--- src/rtl/io_pad_pwr_pkg.sv ---
// Shared types and default sizing for the IO pad-ring power sequencer.
package io_pad_pwr_pkg;

  localparam int unsigned N_BANK_DEF      = 4;
  localparam int unsigned DLY_W_DEF       = 8;
  localparam int unsigned SYNC_STAGES_DEF = 2;

  typedef enum logic [2:0] {
    OFF      = 3'd0,
    WAIT_SUP = 3'd1,
    UP_DRV   = 3'd2,
    UP_NEXT  = 3'd3,
    ON       = 3'd4,
    DN_ISO   = 3'd5,
    DN_NEXT  = 3'd6,
    FAULT    = 3'd7
  } state_t;

endpackage

--- src/rtl/io_pad_pwr_seq_sync.sv ---
// Multi-stage synchronizer for a single asynchronous level (supply-good flag).
module io_sync_ff
  import io_pad_pwr_pkg::*;
#(
  parameter int unsigned STAGES = SYNC_STAGES_DEF
) (
  input  logic clk,
  input  logic rst_n,
  input  logic d,
  output logic q
);

  logic [STAGES-1:0] chain;

  // shift the asynchronous level through the flop chain; reset reads as "supply bad"
  always_ff @(posedge clk or negedge rst_n) begin
    if (!rst_n) begin
      chain <= '0;
    end else begin
      chain <= {chain[STAGES-2:0], d};
    end
  end

  assign q = chain[STAGES-1];

endmodule

--- src/rtl/io_pad_pwr_seq.sv ---
// IO pad-ring power sequencer: debounces VDDIO-good, releases isolation and
// enables drivers bank by bank on power-up, unwinds in reverse on power-down,
// and clamps every bank at once when the supply disappears.
module io_pad_pwr_seq
  import io_pad_pwr_pkg::*;
#(
  parameter int unsigned N_BANK      = N_BANK_DEF,
  parameter int unsigned DLY_W       = DLY_W_DEF,
  parameter int unsigned SYNC_STAGES = SYNC_STAGES_DEF
) (
  input  logic              clk,
  input  logic              rst_n,
  input  logic              vddio_ok_i,
  input  logic              pwr_req_i,
  input  logic [DLY_W-1:0]  dly_cfg_i,
  output logic [N_BANK-1:0] iso_n_o,
  output logic [N_BANK-1:0] oe_en_o,
  output logic              busy_o,
  output logic              pwr_ok_o,
  output logic              err_o
);

  localparam int unsigned BANK_W = (N_BANK > 1) ? $clog2(N_BANK) : 1;

  state_t              state, state_nxt;
  logic [DLY_W-1:0]    cnt, cnt_nxt;
  logic [BANK_W-1:0]   bank, bank_nxt;
  logic [N_BANK-1:0]   iso_q, iso_nxt;
  logic [N_BANK-1:0]   oe_q, oe_nxt;
  logic                vs;
  logic                cnt_zero;
  logic                last_bank;

  io_sync_ff #(
    .STAGES(SYNC_STAGES)
  ) u_vddio_sync (
    .clk   (clk),
    .rst_n (rst_n),
    .d     (vddio_ok_i),
    .q     (vs)
  );

  assign cnt_zero  = (cnt == '0);
  assign last_bank = (bank == BANK_W'(N_BANK - 1));

  // state, step counter, bank index and pad-control registers
  always_ff @(posedge clk or negedge rst_n) begin
    if (!rst_n) begin
      state <= OFF;
      cnt   <= '0;
      bank  <= '0;
      iso_q <= '0;
      oe_q  <= '0;
    end else begin
      state <= state_nxt;
      cnt   <= cnt_nxt;
      bank  <= bank_nxt;
      iso_q <= iso_nxt;
      oe_q  <= oe_nxt;
    end
  end

  // next-state and pad-control decisions; supply loss outranks every other event
  always_comb begin
    state_nxt = state;
    cnt_nxt   = cnt_zero ? cnt : cnt - DLY_W'(1);
    bank_nxt  = bank;
    iso_nxt   = iso_q;
    oe_nxt    = oe_q;

    unique case (state)
      OFF: begin
        if (pwr_req_i && vs) begin
          state_nxt = WAIT_SUP;
          cnt_nxt   = dly_cfg_i;
        end
      end

      WAIT_SUP: begin
        if (!pwr_req_i) begin
          state_nxt = OFF;
        end else if (!vs) begin
          cnt_nxt = dly_cfg_i;
        end else if (cnt_zero) begin
          iso_nxt[0] = 1'b1;
          bank_nxt   = '0;
          state_nxt  = UP_DRV;
          cnt_nxt    = dly_cfg_i;
        end
      end

      UP_DRV: begin
        if (!vs) begin
          state_nxt = FAULT;
          iso_nxt   = '0;
          oe_nxt    = '0;
          cnt_nxt   = '0;
        end else if (!pwr_req_i) begin
          // driver of this bank is not yet on, so unwinding starts at its isolation
          state_nxt = DN_ISO;
          cnt_nxt   = dly_cfg_i;
        end else if (cnt_zero) begin
          oe_nxt[bank] = 1'b1;
          state_nxt    = UP_NEXT;
          cnt_nxt      = dly_cfg_i;
        end
      end

      UP_NEXT: begin
        if (!vs) begin
          state_nxt = FAULT;
          iso_nxt   = '0;
          oe_nxt    = '0;
          cnt_nxt   = '0;
        end else if (!pwr_req_i) begin
          oe_nxt[bank] = 1'b0;
          state_nxt    = DN_ISO;
          cnt_nxt      = dly_cfg_i;
        end else if (cnt_zero) begin
          if (last_bank) begin
            state_nxt = ON;
          end else begin
            bank_nxt          = bank + BANK_W'(1);
            iso_nxt[bank_nxt] = 1'b1;
            state_nxt         = UP_DRV;
            cnt_nxt           = dly_cfg_i;
          end
        end
      end

      ON: begin
        if (!vs) begin
          state_nxt = FAULT;
          iso_nxt   = '0;
          oe_nxt    = '0;
          cnt_nxt   = '0;
        end else if (!pwr_req_i) begin
          oe_nxt[N_BANK-1] = 1'b0;
          bank_nxt         = BANK_W'(N_BANK - 1);
          state_nxt        = DN_ISO;
          cnt_nxt          = dly_cfg_i;
        end
      end

      DN_ISO: begin
        if (!vs) begin
          state_nxt = FAULT;
          iso_nxt   = '0;
          oe_nxt    = '0;
          cnt_nxt   = '0;
        end else if (cnt_zero) begin
          iso_nxt[bank] = 1'b0;
          state_nxt     = DN_NEXT;
          cnt_nxt       = dly_cfg_i;
        end
      end

      DN_NEXT: begin
        if (!vs) begin
          state_nxt = FAULT;
          iso_nxt   = '0;
          oe_nxt    = '0;
          cnt_nxt   = '0;
        end else if (cnt_zero) begin
          if (bank == '0) begin
            state_nxt = OFF;
          end else begin
            bank_nxt         = bank - BANK_W'(1);
            oe_nxt[bank_nxt] = 1'b0;
            state_nxt        = DN_ISO;
            cnt_nxt          = dly_cfg_i;
          end
        end
      end

      FAULT: begin
        if (!pwr_req_i) begin
          state_nxt = OFF;
        end
      end

      default: begin
        state_nxt = OFF;
        iso_nxt   = '0;
        oe_nxt    = '0;
      end
    endcase
  end

  assign iso_n_o  = iso_q;
  assign oe_en_o  = oe_q;
  assign busy_o   = !(state inside {OFF, ON, FAULT});
  assign pwr_ok_o = (state == ON);
  assign err_o    = (state == FAULT);

  // a driver may never be enabled on a bank that is still isolated
  a_oe_needs_iso: assert property (@(posedge clk) disable iff (!rst_n)
    ((oe_en_o & ~iso_n_o) == '0));

endmodule

--- config.mk ---
export PLATFORM = sky130hd
export DESIGN_NAME = io_pad_pwr_seq
export DESIGN_NICKNAME = d
export VERILOG_FILES = /design/src/rtl/io_pad_pwr_pkg.sv /design/src/rtl/io_pad_pwr_seq_sync.sv /design/src/rtl/io_pad_pwr_seq.sv
export SDC_FILE = /design/constraint.sdc
export NUM_CORES = 1
export LEC_CHECK = 0
export ABC_AREA = 1
export CORE_MARGIN = 5
export CORE_UTILIZATION = 48
export CTS_BUF_LIST = sky130_fd_sc_hd__clkbuf_8
export DETAILED_ROUTE_END_ITERATION = 10
export DONT_BUFFER_PORTS = 1
export PLACE_DENSITY = 0.59
export SYNTH_ARGS = -nofsm -noshare
export SYNTH_HDL_FRONTEND = slang
export SYNTH_HIERARCHICAL = 1
export SYNTH_SLANG_ARGS = --single-unit
--- constraint.sdc ---
create_clock -name clk -period 3.1 [get_ports clk]
set_input_delay 0.465 -clock clk [delete_from_list [all_inputs] [get_ports clk]]
set_output_delay 0.465 -clock clk [all_outputs]
set_load 0.02 [all_outputs]
==> impl_metrics.toml, run 1 <==
[pwr]
powerDensity_nw_per_um2 = 1010
leakagePower_nw = 1.44
p_total_mw = 2.78
vdd_ir_drop_max_mv = 0.533

[sta]
setup_tns_ns = 0
final_max_slew_viol_count = 0
relSlewSlack = 0.610
fmaxAchievable_ghz = 0.412
finalSetupViolCount = 0
rsz0062_at_grt = "false"
finClkSkew_ns = 0.00679
post-route-min-period_ns = 2.43
finalCritPeriodShare = 0.783
worst_pin_slew_ns = 0.583
final_hold_viol_count = 0

[clocking]
root_buffer = "clkbuf_8"
cts_resized = 0
clock_latency_ns = 0.28
clk_pin_slew_ns = 0.10
post_cts_buffers = 0
cts_buffers = 3
clock-sinks = 23
cts_tree = "built"
htree_levels = 1
cts_max_path_buffers = 2
ctsHoldBuffers = 2

[logic_synthesis]
synth_top_area_cell = "dfrtp_1"
postSynth.asyncResetShare = 1.00
synthCells = 457
yosysWarnings = 6
ys.flop_type = "dfrtp_1"
synth-compound-area-share = 0.175
synth_xor_area_frac = 0.00333
syn_nets = 475
yosys.area_share.simple = 0.472
yosysTopAreaCellShare = 0.219
syn_area_um2 = 2630
syn_area_per_cell_um2 = 5.76
ys_ff_latch = 23
synth_edf_count = 0
yosysMostFrequentCell = "nand2_1"
synth.area.mux_share = 0
ys_top_cells_by_area = "dfrtp_1 (22%), nand2_1 (21%), nand3_1 (9.5%), nor2_1 (7.3%), o21ai_0 (7.0%)"
ys_types = 37
synth_commonest_cells = "nand2_1 (150), nor2_1 (51), nand3_1 (50)"
synth-adder-area-share = 0.0285
ys_seq_area_frac = 0.219
synth_top_family_by_area = "simple AND/OR/NAND/NOR gates"

[grt]
grt_pass1_vias = 2983
grt-ovfl-total = 0
grt_pass1_wl_um = 15000
grt_max_degree = 25
grt_use_total = 0.259
antenna_found_initial = 0

[routing]
ant_nets = 0
vias_per_cell = 5.91
post_drt_wl_per_cell_um = 17.1
first_iter_violations = 422
drcViolationCount = 0
wl_um = 9010
firstDrtPassIters = 5
dr_total_vias = 3111

[floorplan]
start_util = 0.487
fp-row-count = 27
die_w_um = 84.0
die_y_um = 84.0
dieArea_um2 = 7060
ios = 23
core_um2 = 5410

[setup_path]
crit_fanout = 17
worst_ep_required_time_ns = 3.28
critPathKind = "reg -> reg"
critPathMaxStageDelay_ns = 0.42
cp_slowest_cell = "nor2_4"
crit_arrival_ns = 2.60
end_kind = "flop"
critPathLaunchType = "flop"
path_cells = "inv_1 -> ha_1 -> nand3_1 -> nor2_4 -> nand2_1 -> inv_1 -> o21ai_0 -> nor2_1 -> nand3_1 -> nand2_1 -> o21ai_1"

[placement]
io_buffer_count = 0
dp_hpwl_um = 6830
place_congestion = 1.05

[outcome]
status = "complete, no violations"

[final_layout]
n_antenna_cell = 0
nets = 473
area_growth_pct = 4.18
drive_gt1_frac = 0.0705

[job]
maxCapViolCount = 0

[min_path]
hold_class = "in -> reg"
## report_power, final
group / switching (mW) / internal [mW] / leakage, nW / total (mW)
Sequential: 0.185 / 0.418 / 0.294 / 0.603
Clock: 0.120 / 0.0893 / 0.0269 / 0.209
Combinational: 1.35 / 0.615 / 1.12 / 1.97
## critical path, delay by kind of cell (launching register included)
family | cells | cell delay [ns]
AOI/OAI and AO/OA | 2 | 0.17
adders and majority gates | 1 | 0.22
buffers and inverters | 2 | 0.31
DFF | 1 | 0.41
and+or+nand+nor | 6 | 1.21
## logic make-up (layout without fill, tap and decap cells)
family / Yosys count / in the layout
adders and majority gates: 6 / 6
buffers and inverters: 64 / 61
AOI/OAI and AO/OA: 78 / 78
DFF: 23 / 23
xor gates and xnor gates: 1 / 1
and+or+nand+nor: 285 / 285
## layout by cell type (no fill, tap or decap)
master / n
o21a_1: 3
a21oi_1: 14
o21ai_2: 3
dlygate4sd3_1: 1
nor2_2: 5
o22ai_1: 4
clkbuf_8: 3
nand3_2: 2
buf_4: 2
ha_1: 6
a22oi_1: 1
nand3b_1: 1
o21bai_1: 1
inv_2: 5
o2111ai_2: 1
nand4_1: 14
a311oi_1: 1
o211ai_1: 2
nor2_1: 51
nor3_4: 1
inv_1: 49
a32oi_1: 1
buf_12: 1
nor3_1: 3
nor2_4: 2
o2111a_1: 1
nand3_1: 50
nand2_2: 6
dfrtp_1: 23
o211ai_2: 1
o2111ai_1: 1
xor2_1: 1
a31oi_1: 1
o21ai_0: 37
o21ai_1: 6
nand2_1: 150
## area by class of cell
type,count,area [µm²]
fillers,596,2660
clock inverters,1,3.75
well taps,72,90.1
flip-flops and latches,23,576
multi-input cells,370,1790
repair buffers,4,45.0
inverters,53,199
clock buffers,3,41.3
## metal layers
metal / GRT usage / routed length (µm) / part of all wire
met5: 0 / 0 / 0
met1: 0.341 / 3800 / 0.42
met2: 0.421 / 4140 / 0.46
met3: 0.0395 / 765 / 0.085
met4: 0.102 / 300 / 0.033
## stage by stage
stage	cell area (µm²)	utilization	worst slack, ns	instances	hold slack [ns]
after floorplan	2630	-	1.32	457	0.169
after global placement	2670	0.493	0.706	520	0.170
after detailed placement	2670	0.493	0.723	520	0.170
after CTS	2740	0.507	0.691	526	0.207
after global routing	2740	0.507	0.477	526	0.192
final	2740	0.507	0.674	526	0.196
## registers in the layout (all words and copies together) (netlist names)
register            cells
bank                    2
state                   3
cnt                     8
iso_n_o                 4
u_vddio_sync/chain      2
oe_en_o                 4
## worst paths after layout
| kind | depth (start not counted) | to | start | slack (ns) |
|---|---|---|---|---|
| hold / removal | 0 | u_vddio_sync/chain[0] | vddio_ok_i | 0.20 |
| hold reg to reg | 0 | u_vddio_sync/chain[1] | u_vddio_sync/chain[0] | 0.36 |
| min in group asynchronous | 2 | state[1] | rst_n | 0.62 |
| setup reg to reg | 11 | bank[0] | cnt[0] | 0.67 |
| setup / recovery | 11 | bank[0] | cnt[0] | 0.67 |
| max in group asynchronous | 2 | cnt[2] | rst_n | 2.32 |
Note: power is estimated with default switching activity, not from simulation.
==> run 2, diff against run 1 <==
clock period = 2.25 ns   (was 3.1 ns; I/O delays follow)
==> run 2 against run 1 <==
Global-route usage shrank 0.18 points; maximum frequency grew 19%; count of clock-buffer cells in the layout is the same; final cell count grew 1.9%; combinational power grew 42%; power grew 41%; flip-flop and latch count is the same.
==> impl_metrics.toml, run 2 (synthesized netlist as in run 1, its figures left out) <==
[pwr]
p_int_mw = 1.61
vdd_ir_drop_max_mv = 0.685
switchingPower_mw = 2.30
pwr-share-seq = 0.214
powerDensity_nw_per_um2 = 1380
p_clk_frac = 0.071
power_frac_comb = 0.715
leakagePower_nw = 1.49
switching_share = 0.588

[floorplan]
core_um2 = 5410
start_util = 0.487
dieArea_um2 = 7060
fp-row-count = 27
die_w_um = 84.0
die_y_um = 84.0
ios = 23

[clocking]
clock_latency_ns = 0.27
clk_pin_slew_ns = 0.09
root_buffer = "clkbuf_8"
cts_buffers = 3
post_cts_buffers = 0
cts_max_path_buffers = 2
htree_levels = 1
cts_tree = "built"
clock-sinks = 23

[final_layout]
final_common_cell = "nand2_1"
multi_input_area_um2 = 1790
stdcell_count = 536
seqCellArea_um2 = 576
largest_register = "cnt"
largest_register_ffs = 8
n_antenna_cell = 0
layout_common_cells = "nand2_1 (148), nor2_1 (51), nand3_1 (50)"
drive_gt1_frac = 0.0948
fillCellCount = 592
area_growth_pct = 7.23
nets = 483

[grt]
grt_max_degree = 25
grt_use_total = 0.257
grt-ovfl-total = 0
grt_pass1_wl_um = 14600
antenna_found_initial = 0
grt_pass1_vias = 3017

[sta]
finClkSkew_ns = 0.00552
rsz0062_at_grt = "false"
post-route-min-period_ns = 2.04
hold_ws_ns = 0.0797
fin_ws_ns = 0.211
setup_tns_ns = 0
relSlewSlack = 0.720
fmaxAchievable_ghz = 0.491
worst_pin_slew_ns = 0.419
finalCritPeriodShare = 0.906
final_hold_viol_count = 0
finalSetupViolCount = 0
final_max_slew_viol_count = 0

[min_path]
hold_class = "in -> reg"

[outcome]
status = "complete, no violations"

[setup_path]
critPathKind = "reg -> reg"
timing.critical_path.mode_cell = "nand2_1"
crit_fanout = 9
critPathMaxStageDelay_ns = 0.40
critPathLaunchType = "flop"
end_kind = "flop"
cp_slowest_cell = "dfrtp_1"
worst_ep_required_time_ns = 2.41
crit_arrival_ns = 2.20
path_cells = "inv_1 -> ha_1 -> nand3_1 -> nor2_4 -> nor2_1 -> nand2_1 -> nand4_1 -> nor2_2 -> nand2_1 -> nand2_1 -> o21ai_2"

[placement]
dp_hpwl_um = 6990
place_congestion = 1.01
post-place-cells = 530
place_ws_ns = 0.0937
io_buffer_count = 0

[routing]
drcViolationCount = 0
wl_um = 8990
firstDrtPassIters = 5
vias_per_cell = 5.76
dr_total_vias = 3088
first_iter_violations = 296
ant_nets = 0
post_drt_wl_per_cell_um = 16.8

[job]
maxCapViolCount = 0
-- run 2: critical path: cells and delay by family (launching register included) --
kind / cells / cell delay [ns]
flip-flops: 1 / 0.40
adder cells (fa/ha/maj): 1 / 0.19
AND/OR/NAND/NOR: 8 / 1.18
AO/OA/AOI/OAI: 1 / 0.05
buffers and inverters: 1 / 0.10
-- run 2: cell type report --
cell class | instances | share of cell area
repair buffers | 14 | 0.0426
clock buffers | 3 | 0.0146
flip-flops and latches | 23 | 0.204
inverters | 53 | 0.0705
well taps | 72 | 0.0319
multi-input cells | 370 | 0.635
clock inverters | 1 | 0.00133
-- run 2: stage by stage --
step	power, mW	utilization	instance area, µm²
2_1_floorplan	2.90	-	2630
3_3_place_gp	3.56	0.507	2740
3_5_place_dp	3.57	0.507	2740
4_1_cts	3.87	0.521	2820
5_1_grt	4.31	0.522	2820
6_report	3.91	0.522	2820
-- run 2: per-layer routing --
layer / part of all wire / track usage
met5: 0 / 0
met1: 0.42 / 0.314
met3: 0.070 / 0.0474
met2: 0.49 / 0.436
met4: 0.021 / 0.113
-- run 2: worst paths after layout --
check | start | to | slack [ns] | cells past startpoint
worst max-delay path | cnt[1] | oe_en_o[1] | 0.21 | 11
worst min-delay path | vddio_ok_i | u_vddio_sync/chain[0] | 0.08 | 0
min in group asynchronous | rst_n | u_vddio_sync/chain[1] | 0.49 | 2
worst min register to register | u_vddio_sync/chain[0] | u_vddio_sync/chain[1] | 0.35 | 0
max in group asynchronous | rst_n | oe_en_o[0] | 1.61 | 2
worst max register to register | cnt[1] | oe_en_o[1] | 0.21 | 11
-- run 2: timing repair --
| item | 4_1_cts | 5_1_grt |
|---|---|---|
| endpoints found under the setup margin | 0 | 8 |
| hold endpoints to repair | 23 | 0 |
| hold buffers | 2 | 0 |
| resized for setup | 0 | 2 |
-- run 2: power groups by stage --
stage | clock (mW) | combinational, mW | sequential, mW
floorplan | 0 | 2.14 | 0.754
global placement | 0 | 2.72 | 0.837
detailed placement | 0 | 2.73 | 0.844
CTS | 0.279 | 2.75 | 0.834
global route | 0.301 | 3.15 | 0.864
finish | 0.276 | 2.79 | 0.836
==> run 3, diff against run 2 <==
CORE_MARGIN = 3   (was 5)
==> run 3 against run 2 <==
Clock power is essentially flat; die area shrank 9.3%; flip-flop and latch count is the same; design area grew 1.3%; via count grew 1.5%; combinational power grew 3%; worst hold slack lost 0.00072 ns; clock skew shrank 0.0040 ns; critical path type is now reg -> out.
==> impl_metrics.toml, run 3 (synthesized netlist as in run 1, its figures left out) <==
[min_path]
min_to = "u_vddio_sync/chain[0]"
hp-start = "vddio_ok_i"
whs_path_depth = 0
hold_class = "in -> reg"

[setup_path]
r2r_setup_slack_ns = 0.21
cp_slowest_cell = "dfrtp_1"
critPathKind = "reg -> out"
critPathLaunchType = "flop"
crit_fanout = 7
critPathMaxStageDelay_ns = 0.44
rr_startpoint = "cnt[1]"
r2r_cells = 12
worst_ep_required_time_ns = 1.91
crit_arrival_ns = 1.73
path_cells = "buf_4 -> nand2_1 -> nor2_1 -> inv_1 -> nand2_1 -> inv_1"
timing.rr.end = "cnt[0]"
end_kind = "output pin"

[grt]
antenna_found_initial = 0
grt-ovfl-total = 0
met2_usage = 0.499
met1_usage = 0.370
grt.met3_usage = 0.0372
grt_pass1_vias = 2959
grt_pass1_wl_um = 14500
busiest_layer = "met2"
grt_max_degree = 26
grt_use_total = 0.294

[sta]
finalCritPeriodShare = 0.921
rsz0062_at_grt = "false"
setup_tns_ns = 0
relSlewSlack = 0.704
final_hold_viol_count = 0
finClkSkew_ns = 0.00156
post-route-min-period_ns = 2.07
finalSetupViolCount = 0
fin_ws_ns = 0.179
final_max_slew_viol_count = 0
fmaxAchievable_ghz = 0.483
worst_pin_slew_ns = 0.442

[routing]
wl_um = 8990
post_drt_wl_per_cell_um = 16.7
first_iter_violations = 296
vias_per_cell = 5.82
drcViolationCount = 0
dr_total_vias = 3135
ant_nets = 0
firstDrtPassIters = 5

[clocking]
htree_levels = 1
cts_max_path_buffers = 2
clock_latency_ns = 0.28
clock-sinks = 23
clk_pin_slew_ns = 0.09
cts_tree = "built"
cts_buffers = 3
root_buffer = "clkbuf_8"

[final_layout]
largest_register = "cnt"
final_common_cell = "nand2_1"
n_antenna_cell = 0
largest_register_ffs = 8
nets = 488
area_growth_pct = 8.61
final_util = 0.549
drive_gt1_frac = 0.107
layout_common_cells = "nand2_1 (148), nor2_1 (51), nand3_1 (50)"
stdcell_count = 539

[floorplan]
die_w_um = 80.0
start_util = 0.506
dieArea_um2 = 6410
ios = 23
die_y_um = 80.0
core_um2 = 5200
fp-row-count = 26

[placement]
post-place-cells = 530
dp_hpwl_um = 6930
place_ws_ns = 0.0539
place_congestion = 1.00
io_buffer_count = 0

[pwr]
vdd_ir_drop_max_mv = 0.681
powerDensity_nw_per_um2 = 1390
leakagePower_nw = 1.51
p_total_mw = 3.97

[job]
maxCapViolCount = 0

[outcome]
status = "complete, no violations"
[run 3: timing repair]
item	4_1_cts	5_1_grt
buffers inserted	0	3
gates resized for setup	0	2
hold buffers	2	0
endpoints found under the hold margin	23	0
setup endpoints to repair	0	11
[run 3: stage by stage]
step                hold slack, ns  area (µm²)
floorplan                   0.0419        2630
global placement            0.0424        2750
detailed placement          0.0423        2750
CTS                         0.0765        2830
global route                0.0674        2860
finish                      0.0789        2860
[run 3: layer usage]
layer  wire [µm]  part of all wire
met1        3660              0.41
met5           0                 0
met4         261             0.029
met2        4390              0.49
met3         684             0.076
[run 3: area by class of cell]
class / count / area [µm²]
Sequential cell: 23 / 576
Timing Repair Buffer: 19 / 158
Clock inverter: 1 / 5.00
Inverter: 53 / 199
Fill cell: 576 / 2350
Multi-Input combinational cell: 370 / 1790
Clock buffer: 3 / 41.3
Tap cell: 70 / 87.6
[run 3: worst max path at each step]
| stage | from | endpoint | slack, ns | cells after the start |
|---|---|---|---|---|
| 2_1_floorplan | cnt[0] | oe_en_o[1] | 0.49 | 11 |
| 3_3_place_gp | cnt[1] | cnt[0] | 0.07 | 12 |
| 3_5_place_dp | cnt[1] | cnt[0] | 0.05 | 12 |
| 4_1_cts | cnt[1] | cnt[0] | 0.04 | 12 |
| 5_1_grt | cnt[1] | cnt[0] | 0.007 | 12 |
| 6_report | state[2] | busy_o | 0.18 | 6 |
[run 3: worst max-delay path: cells and delay by family (launching register included)]
| kind | cells | cell delay [ns] |
|---|---|---|
| DFF | 1 | 0.44 |
| buffers and inverters | 3 | 0.49 |
| and+or+nand+nor | 3 | 0.52 |
[run 3: power by group]
part	switching, mW	leakage, nW	internal (mW)
clock	0.155	0.0255	0.124
sequential	0.234	0.294	0.577
combinational	1.93	1.20	0.956
